==> config.mk <==
export PLATFORM = sky130hd
export DESIGN_NAME = spi_bit_reg_arbiter_flat
export DESIGN_NICKNAME = d
export VERILOG_FILES = /design/src/rtl/spi_bit_reg_arbiter_if.sv /design/src/rtl/spi_bit_reg_arbiter.sv /design/src/flat_wrapper.sv
export SDC_FILE = /design/constraint.sdc
export NUM_CORES = 1
export LEC_CHECK = 0
export CELL_PAD_IN_SITES_DETAIL_PLACEMENT = 1
export CELL_PAD_IN_SITES_GLOBAL_PLACEMENT = 1
export CORE_AREA = 2 2 224 270
export CTS_CLUSTER_SIZE = 28
export DETAILED_ROUTE_END_ITERATION = 8
export DIE_AREA = 0 0 226 272
export PLACE_DENSITY = 0.79
export SYNTH_ARGS = -nofsm -noshare
export SYNTH_HDL_FRONTEND = slang
export SYNTH_SLANG_ARGS = --single-unit
==> constraint.sdc <==
create_clock -name clk -period 4.05 [get_ports clk]
set_input_delay 1.0125 -clock clk [delete_from_list [all_inputs] [get_ports clk]]
set_output_delay 1.0125 -clock clk [all_outputs]
set_load 0.05 [all_outputs]
==> src/rtl/spi_bit_reg_arbiter_if.sv <==
// ---------------------------------------------------------------------------
// spi_bit_reg_arbiter_if : SPI write/read path, local requesters, bank outputs
// Rev 1.0
// ---------------------------------------------------------------------------
`default_nettype none

interface spi_bit_reg_arbiter_if #(
  parameter int NBITS = 400,
  parameter int AW    = 9,
  parameter int NREQ  = 2
);
  logic                 spi_cs_n;
  logic                 spi_wr_stb;
  logic [AW-1:0]        spi_wr_addr;
  logic                 spi_wr_data;
  logic [AW-1:0]        spi_rd_addr;
  logic                 spi_rd_data;
  logic [NREQ-1:0]      loc_req;
  logic [NREQ*AW-1:0]   loc_addr;
  logic [NREQ-1:0]      loc_data;
  logic [NREQ-1:0]      loc_gnt;
  logic [NBITS-1:0]     reg_bits;
  logic                 viol_pulse;
  logic [7:0]           viol_cnt;
  logic                 busy;

  modport slave (
    input  spi_cs_n, spi_wr_stb, spi_wr_addr, spi_wr_data, spi_rd_addr,
    input  loc_req, loc_addr, loc_data,
    output spi_rd_data, loc_gnt, reg_bits, viol_pulse, viol_cnt, busy
  );

  modport master (
    output spi_cs_n, spi_wr_stb, spi_wr_addr, spi_wr_data, spi_rd_addr,
    output loc_req, loc_addr, loc_data,
    input  spi_rd_data, loc_gnt, reg_bits, viol_pulse, viol_cnt, busy
  );
endinterface

`default_nettype wire

==> src/rtl/spi_bit_reg_arbiter.sv <==
// ---------------------------------------------------------------------------
// spi_bit_reg_arbiter : bit bank shared by SPI (fixed priority) and RR locals
// Rev 1.0
// ---------------------------------------------------------------------------
`default_nettype none

module spi_bit_reg_arbiter #(
  parameter int NBITS           = 400,
  parameter int AW              = 9,
  parameter int NREQ            = 2,
  parameter int CTRL_TOP        = 200,
  parameter int LOCK_DURING_SPI = 1,
  parameter int SETTLE_CYC      = 4
) (
  input  wire logic            clk,
  input  wire logic            rst_n,
  spi_bit_reg_arbiter_if.slave bus
);
  localparam int PW = (NREQ > 1) ? $clog2(NREQ) : 1;
  localparam int CW = (SETTLE_CYC > 1) ? $clog2(SETTLE_CYC) : 1;
  localparam logic [AW:0]   c_nbits    = (AW+1)'(NBITS);
  localparam logic [AW:0]   c_ctrl_top = (AW+1)'(CTRL_TOP);
  localparam logic [CW-1:0] c_settle_ld = CW'((SETTLE_CYC > 0) ? SETTLE_CYC - 1 : 0);

  typedef enum logic [1:0] {
    S_IDLE     = 2'd0,
    S_SPI_LOCK = 2'd1,
    S_SETTLE   = 2'd2
  } state_t;

  state_t           r_state;
  logic [CW-1:0]    r_cnt;
  logic [NBITS-1:0] r_bits;
  logic [NREQ-1:0]  r_gnt;
  logic [PW-1:0]    r_ptr;
  logic             r_vpulse;
  logic [7:0]       r_vcnt;

  logic             w_spi_ok;
  logic             w_spi_viol;
  logic             w_loc_elig;
  logic             w_found;
  logic [PW-1:0]    w_sel;
  logic [PW-1:0]    w_ptr_nxt;
  logic [AW-1:0]    w_sel_addr;
  logic             w_sel_data;
  logic             w_loc_fire;
  logic             w_loc_ok;
  logic             w_loc_viol;

  assign w_spi_ok   = bus.spi_wr_stb && ({1'b0, bus.spi_wr_addr} < c_ctrl_top)
                                     && ({1'b0, bus.spi_wr_addr} < c_nbits);
  assign w_spi_viol = bus.spi_wr_stb && !w_spi_ok;

  // Any grant blocks the next cycle, so a request held across its grant is not re-served.
  assign w_loc_elig = ((r_state == S_IDLE) || (LOCK_DURING_SPI == 0))
                      && !bus.spi_wr_stb && (r_gnt == '0);

  always_comb begin
    w_found = 1'b0;
    w_sel   = '0;
    for (int k = 0; k < NREQ; k++) begin
      if (!w_found && bus.loc_req[(int'(r_ptr) + k) % NREQ]) begin
        w_found = 1'b1;
        w_sel   = PW'((int'(r_ptr) + k) % NREQ);
      end
    end
    w_sel_addr = bus.loc_addr[int'(w_sel)*AW +: AW];
    w_sel_data = bus.loc_data[w_sel];
    w_ptr_nxt  = PW'((int'(w_sel) + 1) % NREQ);
  end

  assign w_loc_fire = w_loc_elig && w_found;
  assign w_loc_ok   = ({1'b0, w_sel_addr} >= c_ctrl_top) && ({1'b0, w_sel_addr} < c_nbits);
  assign w_loc_viol = w_loc_fire && !w_loc_ok;

  always_ff @(posedge clk or negedge rst_n) begin
    if (!rst_n) begin
      r_bits   <= '0;
      r_gnt    <= '0;
      r_ptr    <= '0;
      r_vpulse <= 1'b0;
      r_vcnt   <= 8'd0;
    end else begin
      r_gnt    <= '0;
      r_vpulse <= w_spi_viol || w_loc_viol;
      if ((w_spi_viol || w_loc_viol) && (r_vcnt != 8'hFF))
        r_vcnt <= r_vcnt + 8'd1;
      if (w_spi_ok)
        r_bits[bus.spi_wr_addr] <= bus.spi_wr_data;
      if (w_loc_fire) begin
        r_gnt[w_sel] <= 1'b1;
        r_ptr        <= w_ptr_nxt;
        if (w_loc_ok)
          r_bits[w_sel_addr] <= w_sel_data;
      end
    end
  end

  always_ff @(posedge clk or negedge rst_n) begin
    if (!rst_n) begin
      r_state <= S_IDLE;
      r_cnt   <= '0;
    end else begin
      case (r_state)
        S_IDLE: begin
          if (!bus.spi_cs_n)
            r_state <= S_SPI_LOCK;
        end
        S_SPI_LOCK: begin
          if (bus.spi_cs_n) begin
            r_state <= (SETTLE_CYC == 0) ? S_IDLE : S_SETTLE;
            r_cnt   <= c_settle_ld;
          end
        end
        S_SETTLE: begin
          if (!bus.spi_cs_n)
            r_state <= S_SPI_LOCK;
          else if (r_cnt == '0)
            r_state <= S_IDLE;
          else
            r_cnt <= r_cnt - 1'b1;
        end
        default: r_state <= S_IDLE;
      endcase
    end
  end

  assign bus.spi_rd_data = ({1'b0, bus.spi_rd_addr} < c_nbits) ? r_bits[bus.spi_rd_addr] : 1'b0;
  assign bus.loc_gnt     = r_gnt;
  assign bus.reg_bits    = r_bits;
  assign bus.viol_pulse  = r_vpulse;
  assign bus.viol_cnt    = r_vcnt;
  assign bus.busy        = (r_state != S_IDLE);

endmodule

`default_nettype wire

==> src/flat_wrapper.sv <==
// flat-port wrapper written by rule: the top's interface ports become plain ports
module spi_bit_reg_arbiter_flat 
#(
  parameter int NBITS           = 400,
  parameter int AW              = 9,
  parameter int NREQ            = 2,
  parameter int CTRL_TOP        = 200,
  parameter int LOCK_DURING_SPI = 1,
  parameter int SETTLE_CYC      = 4
)
  (clk, rst_n, bus_spi_cs_n, bus_spi_wr_stb, bus_spi_wr_addr, bus_spi_wr_data, bus_spi_rd_addr, bus_loc_req, bus_loc_addr, bus_loc_data, bus_spi_rd_data, bus_loc_gnt, bus_reg_bits, bus_viol_pulse, bus_viol_cnt, bus_busy);
  spi_bit_reg_arbiter_if #(.NBITS(NBITS), .AW(AW), .NREQ(NREQ)) bus_i ();
  input  wire logic clk;
  input  wire logic rst_n;
  input wire logic [$bits(bus_i.spi_cs_n)-1:0] bus_spi_cs_n;
  input wire logic [$bits(bus_i.spi_wr_stb)-1:0] bus_spi_wr_stb;
  input wire logic [$bits(bus_i.spi_wr_addr)-1:0] bus_spi_wr_addr;
  input wire logic [$bits(bus_i.spi_wr_data)-1:0] bus_spi_wr_data;
  input wire logic [$bits(bus_i.spi_rd_addr)-1:0] bus_spi_rd_addr;
  input wire logic [$bits(bus_i.loc_req)-1:0] bus_loc_req;
  input wire logic [$bits(bus_i.loc_addr)-1:0] bus_loc_addr;
  input wire logic [$bits(bus_i.loc_data)-1:0] bus_loc_data;
  output wire logic [$bits(bus_i.spi_rd_data)-1:0] bus_spi_rd_data;
  output wire logic [$bits(bus_i.loc_gnt)-1:0] bus_loc_gnt;
  output wire logic [$bits(bus_i.reg_bits)-1:0] bus_reg_bits;
  output wire logic [$bits(bus_i.viol_pulse)-1:0] bus_viol_pulse;
  output wire logic [$bits(bus_i.viol_cnt)-1:0] bus_viol_cnt;
  output wire logic [$bits(bus_i.busy)-1:0] bus_busy;
  assign bus_i.spi_cs_n = bus_spi_cs_n;
  assign bus_i.spi_wr_stb = bus_spi_wr_stb;
  assign bus_i.spi_wr_addr = bus_spi_wr_addr;
  assign bus_i.spi_wr_data = bus_spi_wr_data;
  assign bus_i.spi_rd_addr = bus_spi_rd_addr;
  assign bus_i.loc_req = bus_loc_req;
  assign bus_i.loc_addr = bus_loc_addr;
  assign bus_i.loc_data = bus_loc_data;
  assign bus_spi_rd_data = bus_i.spi_rd_data;
  assign bus_loc_gnt = bus_i.loc_gnt;
  assign bus_reg_bits = bus_i.reg_bits;
  assign bus_viol_pulse = bus_i.viol_pulse;
  assign bus_viol_cnt = bus_i.viol_cnt;
  assign bus_busy = bus_i.busy;
  spi_bit_reg_arbiter #(.NBITS(NBITS), .AW(AW), .NREQ(NREQ), .CTRL_TOP(CTRL_TOP), .LOCK_DURING_SPI(LOCK_DURING_SPI), .SETTLE_CYC(SETTLE_CYC)) u_core (.clk(clk), .rst_n(rst_n), .bus(bus_i));
endmodule
## Word-level counts from Yosys, hierarchy flattened

Index checks and enable logic that the tools add are counted.

| operators by class | value |
|---|---|
| bitwise operators | 1 |
| multiplexer cells | 35 |
| eq/ne operators | 8 |
| reductions and logical operators | 25 |
| $lt $le $gt $ge | 14 |
| shift-type cells | 1 |
| add/subtract/negate cells | 4 |
| multiply operators | 1 |

Operator list:

| operator | number |
|---|---|
| $mux W400 | 3 |
| $bwmux W400 | 2 |
| $shiftx A18 B32 Y9 | 1 |
| $lt A9 B10 Y1 const B | 3 |
| $lt A9 B9 Y1 const B | 3 |
| $demux W1 S9 | 2 |
| $ge A9 B1 Y1 const B | 2 |
| $mux W1 | 16 |
| $mux W2 | 8 |
| $logic_and A1 B1 Y1 | 13 |
| $bmux W1 S9 | 1 |
| $ge A9 B8 Y1 const B | 1 |
| $lt A9 B8 Y1 const B | 1 |
| $add A8 B1 Y8 const B | 1 |
| $ne A2 B2 Y1 const B | 4 |
| $ne A8 B8 Y1 const B | 1 |
| $logic_not A2 Y1 | 3 |
| $pmux W2 S3 | 1 |
| $mul A1 B4 Y5 const B | 1 |
| $logic_not A1 Y1 | 4 |
| $lt A1 B2 Y1 const B | 2 |
| $pmux W2 S2 | 1 |
| $reduce_and A4 Y1 | 1 |
| $reduce_bool A2 Y1 | 2 |
| 11 further kinds | 12 |

| storage, ports and cells | value |
|---|---|
| output and inout port bits | 413 |
| logic and storage cells | 96 |
| register bits | 416 |
| input bits | 45 |

## Longest topological paths before layout

Gate-level depths: netlist of the first run.

| logic depth | value |
|---|---|
| depth after elaboration | 16 |
| gate-level depth with buffers | 12 |
| mapped depth without buffers | 8 |

## Least setup slack after synthesis of the first run

OpenSTA, ideal clock, no wires.

| path | value |
|---|---|
| path kind | input-to-output |
| start point | in bus_spi_rd_addr[3] |
| end point | out bus_spi_rd_data |
| stages on the path | 9 |
| data required time | 3038 ps |
| slack | -480 ps |
| path buffers | 4 |
| arrival | 3517 ps |
| cell sequence | clkbuf_1 > buf_2 > clkbuf_1 > clkbuf_1 > a211oi_1 > a311o_1 > nand4_1 > o311ai_0 > o22ai_1 |

| between the ends | value |
|---|---|
| longest elaborated chain between the ends | 3 |
| elaborated cells on any way between the ends | 4 |
| those cells by class | order compare: 1; mux: 3 |

Ends and longest elaborated chain:

| item | line | RTL |
|---|---|---|
| start: declaration | flat_wrapper.sv:19 | `input wire logic [$bits(bus_i.spi_rd_addr)-1:0] bus_spi_rd_addr;` |
| $bmux W1 S9 | spi_bit_reg_arbiter.sv:129 | `assign bus.spi_rd_data = ({1'b0, bus.spi_rd_addr} < c_nbits) ? r_bits[bus.spi_rd_addr] : 1'b0;` |
| $mux W1 (not written as such) | spi_bit_reg_arbiter.sv:129 |  |
| $mux W1 * | spi_bit_reg_arbiter.sv:129 |  |
| end: declaration | flat_wrapper.sv:23 | `output wire logic [$bits(bus_i.spi_rd_data)-1:0] bus_spi_rd_data;` |

Every way passes the cells marked *; elsewhere a longest branch is shown, timed or not. The select of a mux whose other input is x is not followed.

## Worst setup path after layout of the first run

| path | value |
|---|---|
| start point | in bus_spi_rd_addr[1] |
| end point | out bus_spi_rd_data |

The elaborated chain is that of the path after synthesis.

==> results of run 1 <==
## path summary, 6_finish.rpt
path | endpoint | slack [ps]
worst max-delay path | bus_spi_rd_data | -310
worst min-delay path | u_core.bus.reg_bits[39] | 490
worst max register to register | u_core.bus.reg_bits[299] | 990
worst min register to register | u_core.r_state[0] | 510
max in group asynchronous | u_core.bus.reg_bits[291] | 2580
min in group clk | u_core.r_state[0] | 510
## report_power, final
part	switching, mW	internal [mW]	total, mW
combinational	1.02	0.547	1.57
clock	1.85	2.57	4.42
sequential	0.124	4.25	4.38
## layer usage
layer,share of wire [%],global-route usage (%),wire length (µm)
met4,6.3,17.6,6080
met5,0.017,0,16
met3,7.6,5.54,7400
met2,50,53.4,48700
met1,36,36.7,34600
## registers in the layout, indices dropped and copies added (netlist names)
signal,count
u_core.bus.reg_bits,400
u_core.r_state,2
u_core.bus.loc_gnt,2
u_core.bus.viol_cnt,8
u_core.bus.viol_pulse,1
u_core.r_cnt,2
u_core.r_ptr,1
## per-stage QoR
| step | instances | area (µm²) |
|---|---|---|
| floorplan | 1868 | 21100 |
| global placement | 3138 | 27600 |
| detailed placement | 3138 | 27600 |
| CTS | 3225 | 29300 |
| global route | 3231 | 29400 |
| finish | 3231 | 29400 |
## logic make-up after synthesis
logic type	share of synthesized area (%)
and+or+nand+nor	10.0
AOI/OAI and AO/OA	13.0
DFF	49.5
muxes	23.5
buffers and inverters	3.59
xor gates and xnor gates	0.291
adders and majority gates	0.119
## synthesized netlist by cell type (3+ instances only)
cell type	n	area share, %
sky130_fd_sc_hd__nand3b_1	7	0.25
sky130_fd_sc_hd__o21ai_1	9	0.21
sky130_fd_sc_hd__nand3_1	24	0.57
sky130_fd_sc_hd__o221ai_1	13	0.54
sky130_fd_sc_hd__nand4_1	5	0.15
sky130_fd_sc_hd__nor2_2	4	0.12
sky130_fd_sc_hd__mux2i_1	44	2.1
sky130_fd_sc_hd__o22ai_1	9	0.27
sky130_fd_sc_hd__mux4_2	89	9.5
sky130_fd_sc_hd__nand2b_1	10	0.30
sky130_fd_sc_hd__nand2_1	140	2.5
sky130_fd_sc_hd__inv_1	10	0.18
sky130_fd_sc_hd__nor4_1	5	0.15
sky130_fd_sc_hd__a31oi_1	21	0.62
sky130_fd_sc_hd__o31ai_1	150	5.3
sky130_fd_sc_hd__nor3_1	38	0.90
sky130_fd_sc_hd__buf_2	37	0.88
sky130_fd_sc_hd__nor2_1	206	3.7
sky130_fd_sc_hd__xnor2_1	7	0.29
sky130_fd_sc_hd__buf_1	5	0.089
sky130_fd_sc_hd__o21ai_0	150	3.6
sky130_fd_sc_hd__a21oi_1	44	1.0
sky130_fd_sc_hd__o311ai_0	4	0.17
sky130_fd_sc_hd__and3_1	10	0.30
sky130_fd_sc_hd__a311oi_1	3	0.12
sky130_fd_sc_hd__or2_1	3	0.089
sky130_fd_sc_hd__mux2_2	223	12
sky130_fd_sc_hd__dfrtp_1	416	49
sky130_fd_sc_hd__a211oi_1	7	0.25
sky130_fd_sc_hd__and2_1	4	0.12
sky130_fd_sc_hd__buf_4	4	0.14
sky130_fd_sc_hd__nor2b_1	7	0.21
sky130_fd_sc_hd__clkbuf_1	117	2.1
## layout by cell type (no fill, tap or decap), types with 12 or more instances in the layout
| cell type | Yosys | routed |
|---|---|---|
| sky130_fd_sc_hd__a21oi_1 | 44 | 43 |
| sky130_fd_sc_hd__a31oi_1 | 21 | 21 |
| sky130_fd_sc_hd__buf_12 | 0 | 27 |
| sky130_fd_sc_hd__buf_4 | 4 | 161 |
| sky130_fd_sc_hd__clkbuf_16 | 0 | 47 |
| sky130_fd_sc_hd__clkdlybuf4s50_1 | 0 | 449 |
| sky130_fd_sc_hd__dfrtp_1 | 416 | 416 |
| sky130_fd_sc_hd__mux2_2 | 223 | 223 |
| sky130_fd_sc_hd__mux2i_1 | 44 | 41 |
| sky130_fd_sc_hd__mux4_2 | 89 | 89 |
| sky130_fd_sc_hd__nand2_1 | 140 | 140 |
| sky130_fd_sc_hd__nand3_1 | 24 | 24 |
| sky130_fd_sc_hd__nor2_1 | 206 | 204 |
| sky130_fd_sc_hd__nor3_1 | 38 | 33 |
| sky130_fd_sc_hd__o21ai_0 | 150 | 150 |
| sky130_fd_sc_hd__o221ai_1 | 13 | 12 |
| sky130_fd_sc_hd__o31ai_1 | 150 | 150 |
## final cells by class
class                   instances  share of cell area [%]
flip-flops and latches        416                    35.4
multi-input cells            1274                    34.1
repair buffers                645                    21.7
clock buffers                  64                    4.42
well taps                     800                    3.40
clock inverters                19                   0.821
inverters                      12                   0.157
diodes                          1                 0.00851
## timing repair
action | in CTS | in global routing
resized for setup | 28 | 8
buffers inserted | 3 | 5
cloned | 1 | 0
pin swaps | 6 | 5
setup endpoints to repair | 1 | 1
==> metrics.txt, run 1 <==
# TYPE chip_impl_metric gauge
chip_impl_metric{name="register_area",unit="µm²"} 10400
chip_impl_metric{name="route.antenna.remaining_nets",unit=""} 0
chip_impl_metric{name="worstPathBufferInverterCount",unit=""} 4
chip_impl_metric{name="p_per_area",unit="nW/µm²"} 353
chip_impl_metric{name="grt.total_usage",unit="%"} 31.1
chip_impl_metric{name="overall_die_area",unit="µm²"} 61500
chip_impl_metric{name="place.port_buffers",unit=""} 457
chip_impl_metric{name="power.total",unit="mW"} 10.4
chip_impl_metric{name="die_h",unit="µm"} 272
chip_impl_metric{name="crit_path_max_fanout",unit=""} 7
chip_impl_metric{name="timing.fmax",unit="GHz"} 0.230
chip_impl_info{name="tritoncts",value="done"} 1
chip_impl_metric{name="clockBufferDepth",unit=""} 3
chip_impl_metric{name="netlist-cell-type-count",unit=""} 65
chip_impl_metric{name="multi_input_area",unit="µm²"} 10000
chip_impl_metric{name="syn-mean-instance-area",unit="µm²"} 11.3
chip_impl_metric{name="via_per_inst",unit=""} 6.00
chip_impl_metric{name="cellLeakagePower",unit="nW"} 12.3
chip_impl_info{name="cts_root_buffer",value="sky130_fd_sc_hd__clkbuf_16"} 1
chip_impl_metric{name="hpwlAfterDp",unit="µm"} 71100
chip_impl_metric{name="post-route-min-period",unit="ps"} 4360
chip_impl_metric{name="netlist_area",unit="µm²"} 21000
chip_impl_info{name="failed_checks",value="negative setup slack"} 1
chip_impl_info{name="ys.flop_type",value="sky130_fd_sc_hd__dfrtp_1"} 1
chip_impl_info{name="largest_delay_share_family_worst_path",value="multiplexers"} 1
chip_impl_metric{name="slew_violations",unit=""} 0
chip_impl_metric{name="finalNetCount",unit=""} 2443
chip_impl_info{name="cpMaxStageDelayCell",value="sky130_fd_sc_hd__mux4_2"} 1
chip_impl_metric{name="first_global_vias",unit=""} 20600
chip_impl_metric{name="vdd.ir_drop.worst",unit="V"} 0.000296
chip_impl_metric{name="core_area",unit="µm²"} 59000
chip_impl_info{name="rr_startpoint",value="u_core.r_ptr"} 1
chip_impl_metric{name="layout-drive-gt1-share",unit="%"} 25.3
chip_impl_metric{name="cp.arrival",unit="ps"} 3340
chip_impl_info{name="rsz0062_at_grt",value="true"} 1
chip_impl_metric{name="start_util",unit="%"} 35.7
chip_impl_metric{name="pin_count_of_the_biggest_net_entering_global_routing",unit=""} 105
chip_impl_metric{name="crit_cells",unit=""} 11
chip_impl_metric{name="crit_path_max_incr_delay",unit="ps"} 510
chip_impl_metric{name="drt-initial-drc-count",unit=""} 2003
chip_impl_metric{name="timing.max_slew.rel_slack",unit="%"} 36.7
chip_impl_metric{name="ctsHoldBuffers",unit=""} 0
chip_impl_metric{name="num-fill-cells",unit=""} 6227
chip_impl_metric{name="synth_seq_cells",unit=""} 416
chip_impl_info{name="worst_setup_start_kind",value="input port"} 1
chip_impl_metric{name="finish.utilization",unit="%"} 49.8
chip_impl_metric{name="routed_wirelength",unit="µm"} 96800
chip_impl_metric{name="vias",unit=""} 19400
chip_impl_info{name="crit_path_frequent_cell",value="sky130_fd_sc_hd__buf_12"} 1
chip_impl_metric{name="cts.htree.levels",unit=""} 2
chip_impl_metric{name="drc_errors",unit=""} 0
chip_impl_metric{name="gpl.final_weighted_congestion",unit=""} 0.973
chip_impl_info{name="worstSetupStartpoint",value="bus_spi_rd_addr[1]"} 1
chip_impl_metric{name="clock-skew-final",unit="ps"} 9.57
chip_impl_metric{name="tightestPinTransition",unit="ps"} 949
chip_impl_metric{name="syn_to_final_growth",unit="%"} 39.7
chip_impl_metric{name="timing.hold.ws",unit="ps"} 488
chip_impl_metric{name="max_capacitance_violation_total",unit=""} 0
chip_impl_metric{name="seq_area_frac_synth",unit="%"} 49.5
chip_impl_metric{name="synth_edf_count",unit=""} 0
chip_impl_metric{name="die_w",unit="µm"} 226
chip_impl_info{name="cp_cell_sequence",value="buf_12 > buf_12 > buf_12 > mux4_2 > mux4_2 > nor2_2 > a21oi_2 > nor4_2 > a311o_1 > o22ai_4 > buf_6"} 1
chip_impl_metric{name="dp_worst_setup_slack",unit="ps"} -541
chip_impl_metric{name="setup_tns",unit="ps"} -306
chip_impl_metric{name="clock_sink_count",unit=""} 416
chip_impl_info{name="worst_hold_path_type",value="in -> async"} 1
chip_impl_metric{name="worst-endpoint-required",unit="ps"} 3040
chip_impl_info{name="worst_setup_end_kind",value="output pin"} 1
chip_impl_info{name="setup_crit_path_kind",value="in -> out"} 1
chip_impl_metric{name="synthesis.nets",unit=""} 1915
chip_impl_metric{name="setup_viol_count_final",unit=""} 1
chip_impl_metric{name="grt_antenna_before_repair",unit=""} 2
chip_impl_metric{name="fp-row-count",unit=""} 98
chip_impl_metric{name="count_of_warnings_emitted_by_yosys",unit=""} 0
chip_impl_metric{name="synthesis.instances",unit=""} 1868
chip_impl_metric{name="fin_ws",unit="ps"} -306
chip_impl_metric{name="drt_first_pass_iters",unit=""} 5
chip_impl_metric{name="routed_length_per_placed_instance",unit="µm"} 30.0
chip_impl_metric{name="timing.final.crit_share",unit="%"} 108
chip_impl_metric{name="globalRouteOverflowTotal",unit=""} 0
chip_impl_metric{name="clock_latency",unit="ps"} 580
chip_impl_metric{name="hold_viol_final",unit=""} 0
chip_impl_metric{name="io-pin-count",unit=""} 458
chip_impl_metric{name="ff2ff_path_depth",unit=""} 8
chip_impl_metric{name="wire_length_of_the_first_global_routing_pass",unit="µm"} 141000
chip_impl_metric{name="cts_inserted_buffers",unit=""} 47
chip_impl_metric{name="asyncSetResetFlopFracSynth",unit="%"} 100
chip_impl_info{name="outcome",value="finished with violations"} 1
chip_impl_metric{name="path_clk_slew",unit="ps"} 60
(Power assumes the default switching activity.)
==> inputs of run 2 (changes only) <==
- CTS_CLUSTER_DIAMETER: not set -> 150
==> run 2 against run 1 <==
  * The run still ends with negative setup slack left
  * Global-route usage shrank 0.82 points
  * Hold slack gained 23 ps
  * Final cell count shrank 2.1%
  * Core utilization shrank 1.7 points
  * Power shrank 21%
  * Clock-buffer cell count shrank 45
  * Clock power shrank 48%
  * Combinational power is essentially flat
  * Sequential cell count is the same
  * Non-clock buffer count shrank 6
  * Clock skew grew 1.8 ps
  * Die area is the same
  * Largest power group is now registers
  * Highest routed layer unchanged
==> metrics.txt, run 2 (synthesis gave the netlist of run 1 again) <==
# TYPE chip_impl_metric gauge
chip_impl_metric{name="post-route-min-period",unit="ps"} 4310
chip_impl_metric{name="ff2ff_path_depth",unit=""} 9
chip_impl_metric{name="regToRegSetupSlack",unit="ps"} 980
chip_impl_metric{name="vdd.ir_drop.worst",unit="V"} 0.000213
chip_impl_metric{name="die_h",unit="µm"} 272
chip_impl_metric{name="clock_latency",unit="ps"} 550
chip_impl_metric{name="place.port_buffers",unit=""} 457
chip_impl_metric{name="cts_inserted_buffers",unit=""} 18
chip_impl_metric{name="multi_input_area",unit="µm²"} 10100
chip_impl_metric{name="clockBufferDepth",unit=""} 3
chip_impl_metric{name="drt_first_pass_iters",unit=""} 5
chip_impl_metric{name="fin_ws",unit="ps"} -258
chip_impl_metric{name="post-route-cell-area",unit="µm²"} 28400
chip_impl_metric{name="p_per_area",unit="nW/µm²"} 290
chip_impl_metric{name="fp-row-count",unit=""} 98
chip_impl_metric{name="power.total",unit="mW"} 8.24
chip_impl_metric{name="first_global_vias",unit=""} 20000
chip_impl_metric{name="largest_reg_flops",unit=""} 400
chip_impl_metric{name="drc_errors",unit=""} 0
chip_impl_metric{name="timing.final.crit_share",unit="%"} 106
chip_impl_metric{name="overall_die_area",unit="µm²"} 61500
chip_impl_metric{name="globalRouteOverflowTotal",unit=""} 0
chip_impl_metric{name="clock-skew-final",unit="ps"} 11.4
chip_impl_metric{name="grt.total_usage",unit="%"} 30.3
chip_impl_info{name="worst_hold_path_type",value="in -> async"} 1
chip_impl_metric{name="timing.fmax",unit="GHz"} 0.232
chip_impl_info{name="outcome",value="finished with violations"} 1
chip_impl_info{name="worst_setup_start_kind",value="input port"} 1
chip_impl_info{name="layout_common_cells",value="sky130_fd_sc_hd__clkdlybuf4s50_1 (449), sky130_fd_sc_hd__dfrtp_1 (416), sky130_fd_sc_hd__mux2_2 (223)"} 1
chip_impl_metric{name="gpl.final_weighted_congestion",unit=""} 0.973
chip_impl_metric{name="clock_sink_count",unit=""} 416
chip_impl_metric{name="setup_tns",unit="ps"} -258
chip_impl_metric{name="cp.arrival",unit="ps"} 3300
chip_impl_metric{name="max_capacitance_violation_total",unit=""} 0
chip_impl_metric{name="hpwlAfterDp",unit="µm"} 71100
chip_impl_metric{name="cellLeakagePower",unit="nW"} 11.8
chip_impl_info{name="layout.cells.most_common",value="sky130_fd_sc_hd__clkdlybuf4s50_1"} 1
chip_impl_info{name="failed_checks",value="negative setup slack"} 1
chip_impl_info{name="cts_root_buffer",value="sky130_fd_sc_hd__clkbuf_16"} 1
chip_impl_info{name="tritoncts",value="done"} 1
chip_impl_metric{name="worst-endpoint-required",unit="ps"} 3040
chip_impl_metric{name="io-pin-count",unit=""} 458
chip_impl_info{name="cp_cell_sequence",value="buf_12 > buf_12 > mux4_2 > mux4_2 > mux2i_2 > nor2_1 > o311ai_4 > o22ai_4 > buf_6"} 1
chip_impl_info{name="rsz0062_at_grt",value="true"} 1
chip_impl_info{name="rr_startpoint",value="u_core.r_ptr"} 1
chip_impl_metric{name="timing.hold.ws",unit="ps"} 511
chip_impl_metric{name="placedInstanceArea",unit="µm²"} 27600
chip_impl_metric{name="crit_path_max_incr_delay",unit="ps"} 560
chip_impl_metric{name="timing.max_slew.rel_slack",unit="%"} 37.2
chip_impl_metric{name="setup_viol_count_final",unit=""} 1
chip_impl_metric{name="core_area",unit="µm²"} 59000
chip_impl_metric{name="tightestPinTransition",unit="ps"} 942
chip_impl_metric{name="pin_count_of_the_biggest_net_entering_global_routing",unit=""} 105
chip_impl_metric{name="layout-drive-gt1-share",unit="%"} 23.8
chip_impl_metric{name="vias",unit=""} 19000
chip_impl_metric{name="slew_violations",unit=""} 0
chip_impl_metric{name="wire_length_of_the_first_global_routing_pass",unit="µm"} 138000
chip_impl_metric{name="finish.utilization",unit="%"} 48.1
chip_impl_metric{name="register_area",unit="µm²"} 10400
chip_impl_metric{name="ctsHoldBuffers",unit=""} 0
chip_impl_metric{name="die_w",unit="µm"} 226
chip_impl_metric{name="start_util",unit="%"} 35.7
chip_impl_info{name="worst_setup_end_kind",value="output pin"} 1
chip_impl_metric{name="path_clk_slew",unit="ps"} 120
chip_impl_metric{name="via_per_inst",unit=""} 6.01
chip_impl_info{name="cpMaxStageDelayCell",value="sky130_fd_sc_hd__mux4_2"} 1
chip_impl_metric{name="cts.htree.levels",unit=""} 1
chip_impl_metric{name="hold_viol_final",unit=""} 0
chip_impl_metric{name="routed_wirelength",unit="µm"} 94700
chip_impl_metric{name="grt_antenna_before_repair",unit=""} 2
chip_impl_metric{name="route.antenna.remaining_nets",unit=""} 0
chip_impl_metric{name="crit_path_max_fanout",unit=""} 8
chip_impl_info{name="setup_crit_path_kind",value="in -> out"} 1
chip_impl_metric{name="drt-initial-drc-count",unit=""} 1869
chip_impl_metric{name="finalNetCount",unit=""} 2408
chip_impl_metric{name="routed_length_per_placed_instance",unit="µm"} 29.9
chip_impl_metric{name="num-fill-cells",unit=""} 6271
chip_impl_metric{name="syn_to_final_growth",unit="%"} 34.9
chip_impl_info{name="rr_endpoint",value="u_core.bus.reg_bits[296]"} 1
-- run 2: cell count changes in the layout (fill, tap and decap cells not counted), sizes merged --
| cell | change |
|---|---|
| clkbuf | -44 |
| clkinv | -8 |
| clkinvlp | -3 |
| inv | -3 |
| bufinv | -4 |
| buf | -7 |
-- run 2: final cells by class --
type,count,area share (%)
Tap cell,800,3.53
Clock inverter,1,0.106
Multi-Input combinational cell,1274,35.5
Clock buffer,19,1.67
Antenna cell,1,0.00881
Inverter,12,0.163
Timing Repair Buffer,639,22.4
Sequential cell,416,36.7
-- run 2: worst max path at each step --
stage | from | endpoint | slack [ps] | depth (start not counted)
2_1_floorplan | bus_spi_rd_addr[0] | bus_spi_rd_data | 20 | 8
3_3_place_gp | bus_spi_rd_addr[1] | bus_spi_rd_data | -520 | 10
3_5_place_dp | bus_spi_rd_addr[1] | bus_spi_rd_data | -540 | 10
4_1_cts | bus_spi_rd_addr[6] | bus_spi_rd_data | -240 | 11
5_1_grt | bus_spi_rd_addr[1] | bus_spi_rd_data | -310 | 11
6_report | bus_spi_rd_addr[1] | bus_spi_rd_data | -260 | 9
-- run 2: layer usage --
layer	vias to the layer above	GRT usage (%)	wire length (µm)
met5	-	0	9
met4	2	15.7	5450
met3	257	4.55	6650
met2	1040	52.6	48000
met1	9857	36.4	34600
li1	7856	-	-
-- run 2: timing repair --
action | in CTS | in global routing
cloned | 1 | 1
gates resized for setup | 29 | 20
pin swaps | 5 | 6
endpoints found under the setup margin | 1 | 1
buffers inserted | 1 | 0
-- run 2: worst max-delay path, delay by kind of cell --
family,cells,cell delay (ps)
multiplexers,3,1300
buffers and inverters,3,440
AO/OA/AOI/OAI,2,430
AND/OR/NAND/NOR,1,100
-- run 2: power breakdown --
group	internal, mW	switching [mW]	total [mW]
logic	0.548	1.02	1.57
clock network	0.917	1.38	2.30
registers	4.25	0.123	4.37
total	5.71	2.52	8.24
-- run 2: per-stage QoR --
stage,cells,worst slack (ps)
after floorplan,1868,15.2
after global placement,3138,-515
after detailed placement,3138,-541
after CTS,3160,-239
after global routing,3162,-313
final,3162,-258
==> inputs of run 3 (changes only) <==
- ABC_AREA: not set -> 1
- CORE_AREA: 2 2 224 270 -> 2 2 235 283
- DIE_AREA: 0 0 226 272 -> 0 0 237 285
- REMOVE_ABC_BUFFERS: not set -> 1
==> run 3 against run 2 <==
  * The flow now finishes without violations
  * Global-route usage is 2.1 points lower
  * Combinational power is 9.6% higher
  * Power is 2.4% higher
  * Critical path depth is 6 higher
  * Sequential power hardly changed
  * Setup slack better by 280 ps
  * Sequential cell count stayed put
  * Synthesized cell count is 54% higher
  * Critical endpoint unchanged
==> metrics.txt, run 3 <==
# TYPE chip_impl_metric gauge
chip_impl_metric{name="wire_length_of_the_first_global_routing_pass",unit="µm"} 146000
chip_impl_metric{name="placedInstanceArea",unit="µm²"} 27400
chip_impl_metric{name="cts_inserted_buffers",unit=""} 18
chip_impl_info{name="worst_setup_start_kind",value="input port"} 1
chip_impl_metric{name="route.antenna.remaining_nets",unit=""} 0
chip_impl_metric{name="tightestPinTransition",unit="ps"} 884
chip_impl_metric{name="synth_seq_cells",unit=""} 416
chip_impl_info{name="layout.cells.most_common",value="sky130_fd_sc_hd__nand2_1"} 1
chip_impl_metric{name="fin_ws",unit="ps"} 21.5
chip_impl_metric{name="globalRouteOverflowTotal",unit=""} 0
chip_impl_metric{name="multi_input_area",unit="µm²"} 9850
chip_impl_metric{name="syn-mean-instance-area",unit="µm²"} 7.37
chip_impl_metric{name="cp.arrival",unit="ps"} 3020
chip_impl_metric{name="register_area",unit="µm²"} 10400
chip_impl_metric{name="io-pin-count",unit=""} 458
chip_impl_metric{name="power.total",unit="mW"} 8.44
chip_impl_metric{name="crit_path_max_fanout",unit=""} 17
chip_impl_metric{name="layout-drive-gt1-share",unit="%"} 6.95
chip_impl_metric{name="gpl.final_weighted_congestion",unit=""} 0.903
chip_impl_metric{name="drc_errors",unit=""} 0
chip_impl_metric{name="netlist-cell-type-count",unit=""} 39
chip_impl_metric{name="synth_edf_count",unit=""} 0
chip_impl_metric{name="place.port_buffers",unit=""} 457
chip_impl_metric{name="seq_area_frac_synth",unit="%"} 49.2
chip_impl_metric{name="overall_die_area",unit="µm²"} 67500
chip_impl_info{name="layout_common_cells",value="sky130_fd_sc_hd__nand2_1 (1,208), sky130_fd_sc_hd__clkdlybuf4s50_1 (449), sky130_fd_sc_hd__dfrtp_1 (416)"} 1
chip_impl_metric{name="post-route-min-period",unit="ps"} 4030
chip_impl_info{name="worst_setup_end_kind",value="output pin"} 1
chip_impl_metric{name="ctsHoldBuffers",unit=""} 0
chip_impl_metric{name="worst-endpoint-required",unit="ps"} 3040
chip_impl_metric{name="timing.fmax",unit="GHz"} 0.248
chip_impl_metric{name="hold_viol_final",unit=""} 0
chip_impl_metric{name="num_antenna_cells",unit=""} 0
chip_impl_metric{name="post-synth-top-area-fraction",unit="%"} 49.2
chip_impl_metric{name="start_util",unit="%"} 32.5
chip_impl_info{name="cts_root_buffer",value="sky130_fd_sc_hd__clkbuf_16"} 1
chip_impl_metric{name="synthesis.instances",unit=""} 2870
chip_impl_metric{name="routed_length_per_placed_instance",unit="µm"} 23.8
chip_impl_metric{name="cellLeakagePower",unit="nW"} 11.4
chip_impl_metric{name="die_w",unit="µm"} 237
chip_impl_info{name="synth_commonest_cells",value="sky130_fd_sc_hd__nand2_1 (1,211), sky130_fd_sc_hd__dfrtp_1 (416), sky130_fd_sc_hd__nand3_1 (384)"} 1
chip_impl_metric{name="hpwlAfterDp",unit="µm"} 71200
chip_impl_info{name="worst_hold_path_type",value="in -> async"} 1
chip_impl_info{name="rsz0062_at_grt",value="false"} 1
chip_impl_metric{name="timing.final.crit_share",unit="%"} 99.5
chip_impl_metric{name="largest_reg_flops",unit=""} 400
chip_impl_metric{name="asyncSetResetFlopFracSynth",unit="%"} 100
chip_impl_metric{name="core_area",unit="µm²"} 65100
chip_impl_info{name="setup_crit_path_kind",value="in -> out"} 1
chip_impl_metric{name="clockBufferDepth",unit=""} 3
chip_impl_metric{name="max_capacitance_violation_total",unit=""} 0
chip_impl_metric{name="syn_to_final_growth",unit="%"} 33.3
chip_impl_metric{name="vdd.ir_drop.worst",unit="V"} 0.000237
chip_impl_metric{name="slew_violations",unit=""} 0
chip_impl_metric{name="first_global_vias",unit=""} 23200
chip_impl_metric{name="cts.htree.levels",unit=""} 1
chip_impl_metric{name="setup_viol_count_final",unit=""} 0
chip_impl_metric{name="drt_first_pass_iters",unit=""} 5
chip_impl_metric{name="p_per_area",unit="nW/µm²"} 299
chip_impl_metric{name="timing.hold.ws",unit="ps"} 415
chip_impl_metric{name="routed_wirelength",unit="µm"} 99000
chip_impl_metric{name="post-route-cell-area",unit="µm²"} 28200
chip_impl_metric{name="clock_sink_count",unit=""} 416
chip_impl_metric{name="drt-initial-drc-count",unit=""} 1874
chip_impl_metric{name="vias",unit=""} 23000
chip_impl_metric{name="finalNetCount",unit=""} 3358
chip_impl_metric{name="die_h",unit="µm"} 285
chip_impl_info{name="outcome",value="finished clean"} 1
chip_impl_metric{name="pin_count_of_the_biggest_net_entering_global_routing",unit=""} 86
chip_impl_metric{name="via_per_inst",unit=""} 5.54
chip_impl_metric{name="netlist_area",unit="µm²"} 21200
chip_impl_metric{name="clock-skew-final",unit="ps"} 21.2
chip_impl_metric{name="clock_latency",unit="ps"} 570
chip_impl_metric{name="fp-row-count",unit=""} 103
chip_impl_info{name="ys.flop_type",value="sky130_fd_sc_hd__dfrtp_1"} 1
chip_impl_info{name="tritoncts",value="done"} 1
chip_impl_metric{name="num-fill-cells",unit=""} 7908
chip_impl_metric{name="grt.total_usage",unit="%"} 28.2
chip_impl_metric{name="path_clk_slew",unit="ps"} 120
chip_impl_metric{name="count_of_warnings_emitted_by_yosys",unit=""} 0
chip_impl_metric{name="grt_antenna_before_repair",unit=""} 2
chip_impl_info{name="yosys-top-cells-area",value="sky130_fd_sc_hd__dfrtp_1 (49%), sky130_fd_sc_hd__nand2_1 (21%), sky130_fd_sc_hd__nand3_1 (9.1%), sky130_fd_sc_hd__o21ai_0 (7.6%), sky130_fd_sc_hd__clkbuf_1 (2.2%)"} 1
chip_impl_info{name="synth_most_common_cell",value="sky130_fd_sc_hd__nand2_1"} 1
chip_impl_metric{name="timing.max_slew.rel_slack",unit="%"} 41.0
chip_impl_info{name="synthDominantAreaCellType",value="sky130_fd_sc_hd__dfrtp_1"} 1
chip_impl_metric{name="dp_worst_setup_slack",unit="ps"} -333
[run 3: where the power goes]
part / switching, mW / internal [mW] / total, mW
registers: 0.119 / 4.25 / 4.37
clock network: 1.43 / 0.917 / 2.35
logic: 1.22 / 0.504 / 1.72
[run 3: layer usage]
| layer | share of wire (%) | GRT usage, % |
|---|---|---|
| met1 | 39 | 34.9 |
| met2 | 49 | 49.4 |
| met3 | 6.7 | 3.70 |
| met4 | 5.2 | 12.2 |
| met5 | 0.024 | 0 |
[run 3: final timing paths]
kind / start / slack (ps) / cells after the start / endpoint
max in group asynchronous: rst_n / 2660 / 2 / u_core.bus.reg_bits[368]
worst min register to register: u_core.r_state[1] / 500 / 1 / u_core.r_state[0]
worst min-delay path: rst_n / 410 / 1 / u_core.bus.reg_bits[162]
worst max-delay path: bus_spi_rd_addr[0] / 20 / 15 / bus_spi_rd_data
min in group clk: u_core.r_state[1] / 500 / 1 / u_core.r_state[0]
worst max register to register: u_core.r_state[0] / 1200 / 10 / u_core.bus.reg_bits[271]
[run 3: worst max-delay path, cell delays in order]
cell and delay [ps]:
sky130_fd_sc_hd__buf_8 160, sky130_fd_sc_hd__buf_16 170, sky130_fd_sc_hd__buf_12 140, sky130_fd_sc_hd__clkbuf_16 180
sky130_fd_sc_hd__nand2_1 80, sky130_fd_sc_hd__nand3_1 70, sky130_fd_sc_hd__nand3_1 90, sky130_fd_sc_hd__nand3_1 110
sky130_fd_sc_hd__a21oi_2 310, sky130_fd_sc_hd__o21ai_1 170, sky130_fd_sc_hd__nand3_1 90, sky130_fd_sc_hd__nand2_1 50
sky130_fd_sc_hd__nand2_1 70, sky130_fd_sc_hd__nand2_2 110, sky130_fd_sc_hd__buf_12 160
[run 3: cell families after synthesis]
group,Yosys count,synth area share [%]
multiplexers,1,0.0473
flip-flops,416,49.2
buffers and inverters,238,4.49
AO/OA/AOI/OAI,459,11.3
AND/OR/NAND/NOR,1748,34.6
XOR/XNOR,6,0.248
adder cells (fa/ha/maj),2,0.118
[run 3: timing repair]
action                                  in CTS  in global routing
setup buffers                                0                  2
endpoints found under the setup margin       1                  1
gates cloned                                 0                  7
gates resized for setup                      9                 20
[run 3: final cells by class]
class	instances	area share, %
well taps	840	3.72
repair buffers	585	21.6
inverters	74	1.08
flip-flops and latches	416	36.9
multi-input cells	2216	34.9
clock buffers	19	1.68
clock inverters	1	0.106
[run 3: metrics by stage]
stage | TNS [ps] | instances | util, %
3_3_place_gp | -329 | 4122 | 42.1
3_5_place_dp | -333 | 4122 | 42.1
4_1_cts | 0 | 4142 | 42.9
5_1_grt | 0 | 4151 | 43.4
6_report | 0 | 4151 | 43.4
2_1_floorplan | -874960 | 2706 | -
